--- config.mk ---
export PLATFORM = sky130hd
export DESIGN_NAME = mips_divu
export DESIGN_NICKNAME = d
export VERILOG_FILES = /design/src/rtl/mips_pkg.sv /design/src/rtl/mips_divu_step.sv /design/src/rtl/mips_divu.sv
export SDC_FILE = /design/constraint.sdc
export NUM_CORES = 1
export LEC_CHECK = 0
export CORE_ASPECT_RATIO = 1.75
export CORE_MARGIN = 5
export CORE_UTILIZATION = 40
export CTS_CLUSTER_DIAMETER = 120
export DETAILED_ROUTE_END_ITERATION = 16
export PLACE_DENSITY = 0.65
export RECOVER_POWER = 25
export REMOVE_ABC_BUFFERS = 1
export SLEW_MARGIN = 20
export SYNTH_ARGS = -nofsm -noshare
export SYNTH_HDL_FRONTEND = slang
export SYNTH_SLANG_ARGS = --single-unit
--- constraint.sdc ---
create_clock -name clk -period 3.2 [get_ports clk]
set_input_delay 0.64 -clock clk [delete_from_list [all_inputs] [get_ports clk]]
set_output_delay 0.64 -clock clk [all_outputs]
set_load 0.03 [all_outputs]
--- src/rtl/mips_pkg.sv ---
// ---------------------------------------------------------------------------
// Module : mips_pkg
// Brief  : Shared MIPS datapath definitions: word width, divider state
//          encoding and the divide-by-zero quotient constant.
// Rev    : 1.0 - initial release
// ---------------------------------------------------------------------------
`default_nettype none

package mips_pkg;

  localparam int WORD_W = 32;

  // Divider control states
  typedef enum logic [1:0] {
    DIV_IDLE = 2'd0,
    DIV_RUN  = 2'd1,
    DIV_DONE = 2'd2
  } div_state_e;

  // Quotient reported when the divisor is zero (all ones, as a MIPS core would see)
  localparam logic [WORD_W-1:0] DIV_ZERO_QUOT = {WORD_W{1'b1}};

endpackage : mips_pkg

`default_nettype wire

--- src/rtl/mips_divu_step.sv ---
// ---------------------------------------------------------------------------
// Module : mips_divu_step
// Brief  : One combinational restoring-division step. Shifts {R,Q} left by
//          one, trial-subtracts the divisor and produces the new quotient bit.
// Rev    : 1.0 - initial release
// ---------------------------------------------------------------------------
`default_nettype none

module mips_divu_step
  import mips_pkg::*;
#(
  parameter int WIDTH = WORD_W
) (
  input  logic [WIDTH-1:0] rem_i,
  input  logic [WIDTH-1:0] quo_i,
  input  logic [WIDTH-1:0] divisor_i,
  output logic [WIDTH-1:0] rem_o,
  output logic [WIDTH-1:0] quo_o
);

  // R < divisor always holds, so the shifted remainder is below 2*divisor and
  // a WIDTH+1-bit difference is enough: bit WIDTH is the borrow.
  logic [WIDTH:0] rem_sh;
  logic [WIDTH:0] trial;

  // Restoring step: keep the difference only when it did not borrow
  always_comb begin
    rem_sh = {rem_i, quo_i[WIDTH-1]};
    trial  = rem_sh - {1'b0, divisor_i};
    if (!trial[WIDTH]) begin
      rem_o = trial[WIDTH-1:0];
      quo_o = {quo_i[WIDTH-2:0], 1'b1};
    end else begin
      rem_o = rem_sh[WIDTH-1:0];
      quo_o = {quo_i[WIDTH-2:0], 1'b0};
    end
  end

endmodule : mips_divu_step

`default_nettype wire

--- src/rtl/mips_divu.sv ---
// ---------------------------------------------------------------------------
// Module : mips_divu
// Brief  : Multi-cycle unsigned restoring divider (divu). One quotient bit per
//          clock under a start/busy/done handshake; quotient feeds LO and
//          remainder feeds HI.
// Rev    : 1.0 - initial release
// ---------------------------------------------------------------------------
`default_nettype none

module mips_divu
  import mips_pkg::*;
#(
  parameter int WIDTH = WORD_W
) (
  input  logic             clk,
  input  logic             rst_n,
  input  logic             start,
  input  logic [WIDTH-1:0] dividend,
  input  logic [WIDTH-1:0] divisor,
  output logic             busy,
  output logic             done,
  output logic [WIDTH-1:0] quotient,
  output logic [WIDTH-1:0] remainder,
  output logic             div_by_zero
);

  localparam int              CNT_W    = $clog2(WIDTH);
  localparam logic [CNT_W-1:0] CNT_LAST = CNT_W'(WIDTH - 1);

  div_state_e       state_q, state_d;
  logic [CNT_W-1:0] count_q, count_d;
  logic [WIDTH-1:0] work_r_q, work_r_d;   // partial remainder
  logic [WIDTH-1:0] work_q_q, work_q_d;   // dividend shifting into quotient
  logic [WIDTH-1:0] dsor_q, dsor_d;       // divisor captured at accept
  logic [WIDTH-1:0] quot_q, quot_d;
  logic [WIDTH-1:0] rem_q, rem_d;
  logic             dbz_q, dbz_d;
  logic             done_q, done_d;
  logic             busy_q, busy_d;

  logic [WIDTH-1:0] step_rem;
  logic [WIDTH-1:0] step_quo;

  mips_divu_step #(
    .WIDTH (WIDTH)
  ) u_step (
    .rem_i     (work_r_q),
    .quo_i     (work_q_q),
    .divisor_i (dsor_q),
    .rem_o     (step_rem),
    .quo_o     (step_quo)
  );

  // Next-state logic: accept in IDLE/DONE, iterate in RUN, publish on the last step
  always_comb begin
    state_d  = state_q;
    count_d  = count_q;
    work_r_d = work_r_q;
    work_q_d = work_q_q;
    dsor_d   = dsor_q;
    quot_d   = quot_q;
    rem_d    = rem_q;
    dbz_d    = dbz_q;
    done_d   = 1'b0;

    case (state_q)
      DIV_IDLE, DIV_DONE: begin
        state_d = DIV_IDLE;
        if (start) begin
          if (divisor == '0) begin
            // No iteration needed: results are fixed by the operands
            quot_d  = DIV_ZERO_QUOT[WIDTH-1:0];
            rem_d   = dividend;
            dbz_d   = 1'b1;
            done_d  = 1'b1;
            state_d = DIV_DONE;
          end else begin
            work_q_d = dividend;
            work_r_d = '0;
            dsor_d   = divisor;
            count_d  = '0;
            dbz_d    = 1'b0;
            state_d  = DIV_RUN;
          end
        end
      end

      DIV_RUN: begin
        work_r_d = step_rem;
        work_q_d = step_quo;
        count_d  = count_q + 1'b1;
        if (count_q == CNT_LAST) begin
          quot_d  = step_quo;
          rem_d   = step_rem;
          done_d  = 1'b1;
          state_d = DIV_DONE;
        end
      end

      default: state_d = DIV_IDLE;
    endcase

    busy_d = (state_d == DIV_RUN);
  end

  // State, working and output registers; reset discards any operation in flight
  always_ff @(posedge clk or negedge rst_n) begin
    if (!rst_n) begin
      state_q  <= DIV_IDLE;
      count_q  <= '0;
      work_r_q <= '0;
      work_q_q <= '0;
      dsor_q   <= '0;
      quot_q   <= '0;
      rem_q    <= '0;
      dbz_q    <= 1'b0;
      done_q   <= 1'b0;
      busy_q   <= 1'b0;
    end else begin
      state_q  <= state_d;
      count_q  <= count_d;
      work_r_q <= work_r_d;
      work_q_q <= work_q_d;
      dsor_q   <= dsor_d;
      quot_q   <= quot_d;
      rem_q    <= rem_d;
      dbz_q    <= dbz_d;
      done_q   <= done_d;
      busy_q   <= busy_d;
    end
  end

  assign busy        = busy_q;
  assign done        = done_q;
  assign quotient    = quot_q;
  assign remainder   = rem_q;
  assign div_by_zero = dbz_q;

endmodule : mips_divu

`default_nettype wire

### Yosys cells after proc, flatten, opt, wreduce, memory -nomap -nowiden

Cells that the tools add are included.

| word-level totals | value |
|---|---|
| bits of input ports | 67 |
| output and inout port bits | 67 |
| logic and storage cells | 56 |
| bits in registers | 170 |

| cells by class | value |
|---|---|
| equality and inequality tests | 8 |
| reduce and logical (&&, ||, !) cells | 8 |
| $add $sub $neg | 2 |
| bitwise gates (word level) | 1 |
| multiplexer cells | 27 |

Operators with widths:

| kind | count |
|---|---|
| 32-bit 2-to-1 mux | 11 |
| 32-bit case mux with 2 select lines | 4 |
| 33-bit by 32-bit subtractor with 33-bit output | 1 |
| 32-bit logical NOT | 1 |
| 5-bit 2-to-1 mux | 2 |
| 5-bit case mux with 2 select lines | 1 |
| 2-bit inequality test (second input constant) | 4 |
| 2-bit 2-to-1 mux | 3 |
| 3-bit AND reduction | 2 |
| 5-bit by 1-bit adder with 5-bit output (second input constant) | 1 |
| 5-bit == test (second input constant) | 1 |
| 2-bit by 1-bit == test with 1-bit output (second input constant) | 2 |
| 1-bit 2-to-1 mux | 4 |
| 2-bit case mux with 2 select lines | 1 |
| 4-bit AND reduction | 1 |
| 2-bit == test (second input constant) | 1 |
| 2-bit logical NOT | 1 |
| 1-bit case mux with 2 select lines | 1 |
| 2-bit AND reduction | 1 |
| 2-bit nonzero test | 1 |
| 2-bit OR reduction | 1 |
| 1-bit inverter | 1 |

### Longest topological paths before layout

Gate-level depths: netlist of run 1.

| logic depth | value |
|---|---|
| depth in word-level cells | 5 |
| gate-level depth with buffers | 16 |
| mapped depth without buffers | 13 |

### Modules after synthesis

From an unflattened synthesis of run 1, not the netlist that was laid out.

| unflattened totals | value |
|---|---|
| cells, all modules | 951 |
| area total of the unflattened synthesis | 9399.0 µm² |

By module, submodules not included:

| module | area an instance (µm²) | sequential area each (µm²) | instances | cells each |
|---|---|---|---|---|
| mips_divu | 6807.8 | 4254.1 | 1 | 615 |
| mips_divu_step | 2591.2 | 0.0 | 1 | 336 |

### Worst setup path before layout of run 1

Ideal clock, no wire load.

| path | value |
|---|---|
| kind | flip-flop to flip-flop |
| start point | register work_q_q[31] |
| end point | register work_r_q[23] |
| arrival | 3016 ps |
| stages on the path, launching flop included | 15 |
| path slack | 108 ps |
| data required time | 3124 ps |
| clock period less this slack | 3092 ps |
| buffers on the path | 1 |
| library setup time | 76 ps |
| cells stage by stage | dfrtp_1 inv_1 ha_1 inv_1 fa_1 a211oi_1 o211ai_2 a41oi_2 a22oi_4 nand4_1 o221ai_2 and2_1 buf_6 o41a_1 o21ai_1 |

| on the way | value |
|---|---|
| word-level cells in the longest chain between the ends | 3 |

RTL lines:

| what | line | text |
|---|---|---|
| start, declared | mips_divu.sv:33 | `logic [WIDTH-1:0] work_q_q, work_q_d;` |
| start signal, assigned | mips_divu.sv:123 | `work_q_q <= work_q_d;` |
| 33-bit by 32-bit subtractor with 33-bit output | mips_divu_step.sv:29 | `trial = rem_sh - {1'b0, divisor_i};` |
| 32-bit 2-to-1 mux | mips_divu_step.sv:30 | `if (!trial[WIDTH]) begin` |
| 32-bit case mux with 2 select lines | mips_divu.sv:66 | `case (state_q)` |
| end signal, assigned | mips_divu.sv:122 | `work_r_q <= work_r_d;` |
| end, declared | mips_divu.sv:32 | `logic [WIDTH-1:0] work_r_q, work_r_d;` |

No other way between the ends.
A chain may end at the register's enable or synchronous reset.

### Worst setup path after layout of run 1

| path | value |
|---|---|
| start point | register dsor_q[8] |
| end point | register rem_q[21], in the netlist remainder[21] |

| on the way | value |
|---|---|
| word-level cells in the longest chain between the ends | 4 |

RTL lines:

| what | line | text |
|---|---|---|
| start, declared | mips_divu.sv:34 | `logic [WIDTH-1:0] dsor_q, dsor_d;` |
| start signal, assigned | mips_divu.sv:124 | `dsor_q <= dsor_d;` |
| 33-bit by 32-bit subtractor with 33-bit output | mips_divu_step.sv:29 |  |
| 32-bit 2-to-1 mux | mips_divu_step.sv:30 |  |
| 32-bit 2-to-1 mux | mips_divu.sv:92 | `if (count_q == CNT_LAST) begin` |
| 32-bit case mux with 2 select lines | mips_divu.sv:66 |  |
| end signal, assigned | mips_divu.sv:126 | `rem_q <= rem_d;` |
| end, declared | mips_divu.sv:36 | `logic [WIDTH-1:0] rem_q, rem_d;` |

No other way between the ends. The select of a mux whose other input is x is not followed.

==> out/metrics.csv, run 1 <==
stage;metric;value;unit
synth;share of the synthesized area in the top cell type;47.1;%
synth;Netlist cell types;63;
synth;Synth Cell Area;9020;sq um
floorplan;core region area;22200;sq um
synth;area share of and/or/nand/nor cells after synthesis;18.0;%
sta;Slew Viols, Final;51;
outcome;failing checks;max-capacitance violations, max-slew violations;
clocking;CTS tree;built;
route;DR pass1 iterations;5;
grt;grt met2 use;43.1;%
synth;syn_area_per_cell;8.75;sq um
sta;Max transition margin;-52.1;%
clocking;CTS Hold Buffers Added;0;
grt;pin count of the biggest net entering global routing;71;
floorplan;Ports;134;
synth;Post-synth EDFFs;0;
synth;Seq/Total Area, Yosys;47.1;%
floorplan;Rows;72;
worst_setup_path;crit path max-delay cell type;dfrtp_1;
layout;# fillers;2118;
min_path;WHS Path Cells;2;
sta;worst-case clock skew;9.59;ps
sta;Fin. Hold Viols;0;
sta;Least-Margin Pin Slew;2280;ps
layout;final instance area;12000;sq um
grt;met1 Use GR;24.6;%
worst_setup_path;critical path, cell by cell;inv_1 -> ha_2 -> a21o_1 -> a221o_1 -> or2_2 -> a31o_2 -> o21ai_0 -> nand3_1 -> a211o_1 -> a32o_1;
synth;Mapped Cells;1031;
route;detailed-route wire length;29600;microns
synth;Yosys warning count;0;
worst_setup_path;Setup CP Type;flop to flop;
grt;total track usage;23.4;%
synth;largest family of logic cells by synthesized area;compound AO/OA/AOI/OAI gates;
synth;post-synthesis adder-cell area fraction;4.94;%
min_path;Hold Path Class;flop to flop;
route;DRC Markers;0;
worst_setup_path;Data required, critical path;3530;ps
place;Place WS;-121;ps
synth;cell accounting for the most synthesized area;dfrtp_1;
grt;initial antenna violation count;0;
place;DP Area;11200;sq um
floorplan;Die Y;209;microns
floorplan;die width;124;microns
grt;busiest grt layer;met2;
worst_setup_path;crit end category;flop;
route;wire per inst;19.6;microns
grt;first-pass GRT wire length;46400;microns
power;pwr/cell area;1400;nW/um^2
place;RePlAce Congestion;0.913;
grt;total grt overflow;0;
sta;final setup margin;93.9;ps
grt;vias in the first global route;8744;
clocking;Root Driver;clkbuf_16;
synth;count leader, synth;dfrtp_1;
clocking;CTS sink count;170;
layout;area delta synth->final;32.5;%
worst_setup_path;crit path launch type;flop;
layout;antenna cells;0;
synth;synth cell count leaders;dfrtp_1, nand2_1, o21ai_0;
route;initial drt markers;470;
clocking;clk_lat worst skew;440;ps
place;Post-DP HPWL;22200;microns
layout;nets;1300;
floorplan;die area;25800;sq um
route;Antenna Nets Post-Route;0;
sta;achievable frequency;0.322;GHz
floorplan;initial core utilization;40.7;%
layout;layout cells sized above 1;11.8;%
clocking;clk slew on worst S/H paths;70;ps
route;via count;8354;
route;vias per cell;5.54;
synth;synth top area cells;dfrtp_1, nand2_1, o21ai_0;
outcome;status;complete, but fails checks;
power;maximum vdd ir drop;0.000798;V
sta;fin crit period;3110;ps
synth;post-synthesis compound-gate area fraction;20.8;%
synth;post-synthesis xor/xnor area fraction;2.43;%
clocking;htree depth;4;
synth;synthesized flop and latch total;170;
synth;mux cell area share after synthesis;2.11;%
worst_setup_path;crit path max fanout;6;
clocking;CTS max path bufs;2;
grt;met3 Usage GRT;3.35;%
synth;ys flop type;dfrtp_1;
synth;ys async rst share;100;%
worst_setup_path;CP Data Arrival Time;3430;ps
worst_setup_path;max incr delay on CP;360;ps
place;Port Buf Inserts;133;
sta;Tcrit/Tclk final;97.1;%
worst_setup_path;Reg2Reg Depth;10;
clocking;total CTS buffers;17;
power;P_leak;0.00520;uW
sta;final setup vio count;0;
job;Max Cap Violations;1;
## cell usage in the layout, fill, tap and decap left out, types with 18 or more instances in the layout
cell type,n
nand2_1,149
inv_1,39
clkdlybuf4s50_1,132
clkbuf_16,18
and3_1,33
a31oi_1,38
nand3_1,37
nor2_1,92
buf_4,65
a21oi_1,95
dfrtp_1,170
ha_1,32
o21ai_0,99
## through the flow
stage | util (%) | std cells | setup TNS (ps) | power (uW) | hold WS, ps
4_1_cts | 53.4 | 1505 | 0 | 16300 | 149
6_report | 54.0 | 1507 | 0 | 16700 | 494
2_1_floorplan | - | 965 | -121780 | 9780 | 344
3_3_place_gp | 50.6 | 1471 | -3460 | 13900 | 468
5_1_grt | 54.0 | 1507 | -2.55 | 17800 | 535
3_5_place_dp | 50.6 | 1471 | -3780 | 14000 | 469
## path summary, 6_finish.rpt
| check | start | end | slack (ps) |
|---|---|---|---|
| worst max register to register | dsor_q[8] | remainder[21] | 90 |
| worst max-delay path | dsor_q[8] | remainder[21] | 90 |
| max in group asynchronous | rst_n | work_r_q[24] | 560 |
| worst min register to register | div_by_zero | div_by_zero | 490 |
| min in group asynchronous | rst_n | work_q_q[9] | 1030 |
| worst min-delay path | div_by_zero | div_by_zero | 490 |
## cell families (layout without fill, tap and decap cells)
logic type / Yosys count / count (layout)
AO/OA/AOI/OAI: 313 / 313
flip-flops: 170 / 170
adder cells (fa/ha/maj): 35 / 35
AND/OR/NAND/NOR: 363 / 363
multiplexers: 19 / 19
XOR/XNOR: 25 / 25
buffers and inverters: 106 / 286
## per-layer routing
metal	vias to the layer above	wire length (microns)	part of all wire, %
li1	3964	-	-
met1	4091	10500	36
met2	223	16300	55
met3	76	1070	3.6
met4	0	1730	5.8
met5	-	0	0
## state kept, by name (all words and copies together), names as in the netlist
signal,flops
remainder,32
done,1
count_q,5
div_by_zero,1
quotient,32
work_q_q,32
work_r_q,32
dsor_q,32
busy,1
state_q,2
## power breakdown
group          internal, uW  switching, uW
clock                  1220            928
sequential             3140            679
combinational          4680           6060
## worst max-delay path, delay by kind of cell (launching register included)
kind / cells / cell delay (ps)
buf+inv: 1 / 120
compound gates: 6 / 1630
fa+ha+maj: 1 / 340
simple gates: 2 / 530
flops: 1 / 360
## layout make-up
| cell class | instances | area [sq um] | area share [%] |
|---|---|---|---|
| clock buffers | 21 | 470 | 3.93 |
| multi-input cells | 755 | 4470 | 37.3 |
| flip-flops and latches | 170 | 4250 | 35.6 |
| well taps | 296 | 370 | 3.10 |
| clock inverters | 11 | 131 | 1.10 |
| repair buffers | 214 | 2120 | 17.7 |
| inverters | 40 | 150 | 1.26 |
## repair_timing
action                                 4_1_cts  5_1_grt
resized for setup                            2       27
setup endpoints to repair                   28       56
pin swaps                                    2       10
buffers inserted                             2        1
endpoints found under the hold margin        0        0
cloned                                       0        1
(Power assumes the default switching activity.)
==> run 2: changes to the inputs <==
--- a/config.mk
+++ b/config.mk
@@ -5,13 +5,13 @@
 export SDC_FILE = /design/constraint.sdc
 export NUM_CORES = 1
 export LEC_CHECK = 0
+export CAP_MARGIN = 5
 export CORE_ASPECT_RATIO = 1.75
 export CORE_MARGIN = 5
 export CORE_UTILIZATION = 40
 export CTS_CLUSTER_DIAMETER = 120
 export DETAILED_ROUTE_END_ITERATION = 16
-export PLACE_DENSITY = 0.65
-export RECOVER_POWER = 25
+export PLACE_DENSITY = 0.63
 export REMOVE_ABC_BUFFERS = 1
 export SLEW_MARGIN = 20
 export SYNTH_ARGS = -nofsm -noshare
==> constraint.sdc (replaced) <==
create_clock -name clk -period 3.3 [get_ports clk]
set_input_delay 0.66 -clock clk [delete_from_list [all_inputs] [get_ports clk]]
set_output_delay 0.66 -clock clk [all_outputs]
set_load 0.03 [all_outputs]
==> run 2 against run 1 <==
  * The run now ends clean
  * Flip-flop and latch count stayed put
  * Die area did not move
  * Non-clock buffer count fell by 12
  * Cell area is 1.5% lower
  * Largest power group unchanged
==> out/metrics.csv, run 2 (synthesis gave the netlist of run 1 again) <==
stage;metric;value;unit
outcome;status;finished, final reports clean;
clocking;total CTS buffers;17;
floorplan;Die Y;209;microns
power;net switching power;7280;uW
clocking;Root Driver;clkbuf_16;
clocking;CTS Hold Buffers Added;0;
worst_setup_path;Reg2Reg Depth;14;
worst_setup_path;crit end category;flop;
floorplan;Rows;72;
power;pwr/cell area;1340;nW/um^2
layout;antenna cells;0;
clocking;htree depth;4;
worst_setup_path;reg2reg setup slack;60;ps
sta;final setup margin;59.1;ps
sta;Max transition margin;40.6;%
floorplan;initial core utilization;40.7;%
grt;initial antenna violation count;0;
power;Final Power;15700;uW
grt;total track usage;21.9;%
worst_setup_path;Data required, critical path;3660;ps
worst_setup_path;Setup CP Type;flop to flop;
route;DR pass1 iterations;5;
power;Seq pwr share;23.2;%
route;detailed-route wire length;28000;microns
worst_setup_path;RR Endpoint;remainder[23];
route;Antenna Nets Post-Route;0;
min_path;Hold Path Class;primary input to asynchronous set/reset pin;
grt;first-pass GRT wire length;43400;microns
clocking;CTS tree;built;
layout;area delta synth->final;30.6;%
layout;commonest cells after routing, fill and taps aside;dfrtp_1, nand2_1, clkdlybuf4s50_1, o21ai_0, a21oi_1;
floorplan;core region area;22200;sq um
power;Clock power frac;12.6;%
grt;vias in the first global route;8122;
layout;layout cells sized above 1;11.1;%
floorplan;die width;124;microns
clocking;clk slew on worst S/H paths;70;ps
worst_setup_path;r2r startpoint;work_q_q[31];
sta;fin crit period;3240;ps
worst_setup_path;crit path launch type;flop;
job;Max Cap Violations;0;
place;RePlAce Congestion;0.905;
power;P_leak;0.00512;uW
grt;total grt overflow;0;
layout;fin cells;1495;
grt;pin count of the biggest net entering global routing;90;
floorplan;Ports;134;
sta;Least-Margin Pin Slew;891;ps
route;vias per cell;5.41;
power;Internal;8460;uW
sta;Slew Viols, Final;0;
sta;RSZ-0062 raised after global routing;true;
sta;worst-case clock skew;9.20;ps
place;Place WS;-331;ps
sta;achievable frequency;0.309;GHz
route;via count;8083;
sta;final setup vio count;0;
place;Post-DP HPWL;20800;microns
place;Placed Cells;1451;
route;wire per inst;18.7;microns
clocking;CTS max path bufs;2;
clocking;clk_lat worst skew;440;ps
floorplan;die area;25800;sq um
clocking;CTS sink count;170;
place;Port Buf Inserts;133;
route;DRC Markers;0;
route;initial drt markers;437;
layout;commonest non-fill, non-tap cell in the layout;dfrtp_1;
sta;Hold WS;244;ps
worst_setup_path;crit path max fanout;7;
worst_setup_path;CP Data Arrival Time;3610;ps
sta;Tcrit/Tclk final;98.2;%
sta;Fin. Hold Viols;0;
layout;nets;1288;
power;maximum vdd ir drop;0.000952;V
power;sw frac;46.3;%
power;Logic pwr share;64.2;%
run 2: worst max-delay path: stages, from the launching register on:
cell      delay, ps
dfrtp_1         380
inv_1            60
ha_2            170
inv_2            40
fa_2            350
a211oi_2        270
buf_4           170
o211ai_4        100
a41oi_2         300
a22oi_4         130
nand4_1         150
o221ai_2        150
and2_4          240
o41a_1          500
o21ai_1         160
run 2: timing repair:
item                       4_1_cts  5_1_grt
pin swaps                        3        9
setup buffers                    1        9
gates cloned                     0        2
hold endpoints to repair         0        0
setup endpoints to repair       41       43
resized for setup                3       28
run 2: cell type report:
class	count	area, sq um
well taps	296	370
clock buffers	17	425
multi-input cells	755	4460
inverters	40	150
clock inverters	15	139
repair buffers	202	1990
flip-flops and latches	170	4250
fillers	2139	10400
run 2: power groups by stage:
stage                     Clock [uW]  Sequential (uW)  Combinational (uW)
after floorplan                    0             4100                5390
after global placement             0             3660                9260
after detailed placement           0             3670                9330
after CTS                       2010             3650                9430
after global routing            2100             3760               11000
final                           1980             3660               10100
run 2: worst max path at each step:
stage	startpoint	slack (ps)	endpoint	cells after the start
2_1_floorplan	divisor[29]	-1650	work_r_q[26]	7
3_3_place_gp	work_q_q[31]	-300	remainder[27]	15
3_5_place_dp	work_q_q[31]	-330	remainder[27]	15
4_1_cts	dsor_q[0]	20	remainder[27]	14
5_1_grt	work_q_q[31]	-70	work_r_q[23]	14
6_report	work_q_q[31]	60	remainder[23]	14
run 2: routing by layer:
metal / share of wire (%) / routed length [microns] / global-route usage [%]
met4: 4.0 / 1110 / 9.98
met5: 0 / 0 / 0
met2: 56 / 15500 / 40.8
met3: 3.2 / 884 / 3.08
met1: 37 / 10400 / 23.7
run 2: through the flow:
| stage | utilization, % | TNS (ps) | instance area, sq um |
|---|---|---|---|
| floorplan | - | -108590 | 8760 |
| global placement | 49.6 | -5360 | 11000 |
| detailed placement | 49.6 | -7420 | 11000 |
| CTS | 52.3 | 0 | 11600 |
| global route | 53.2 | -497 | 11800 |
| finish | 53.2 | 0 | 11800 |
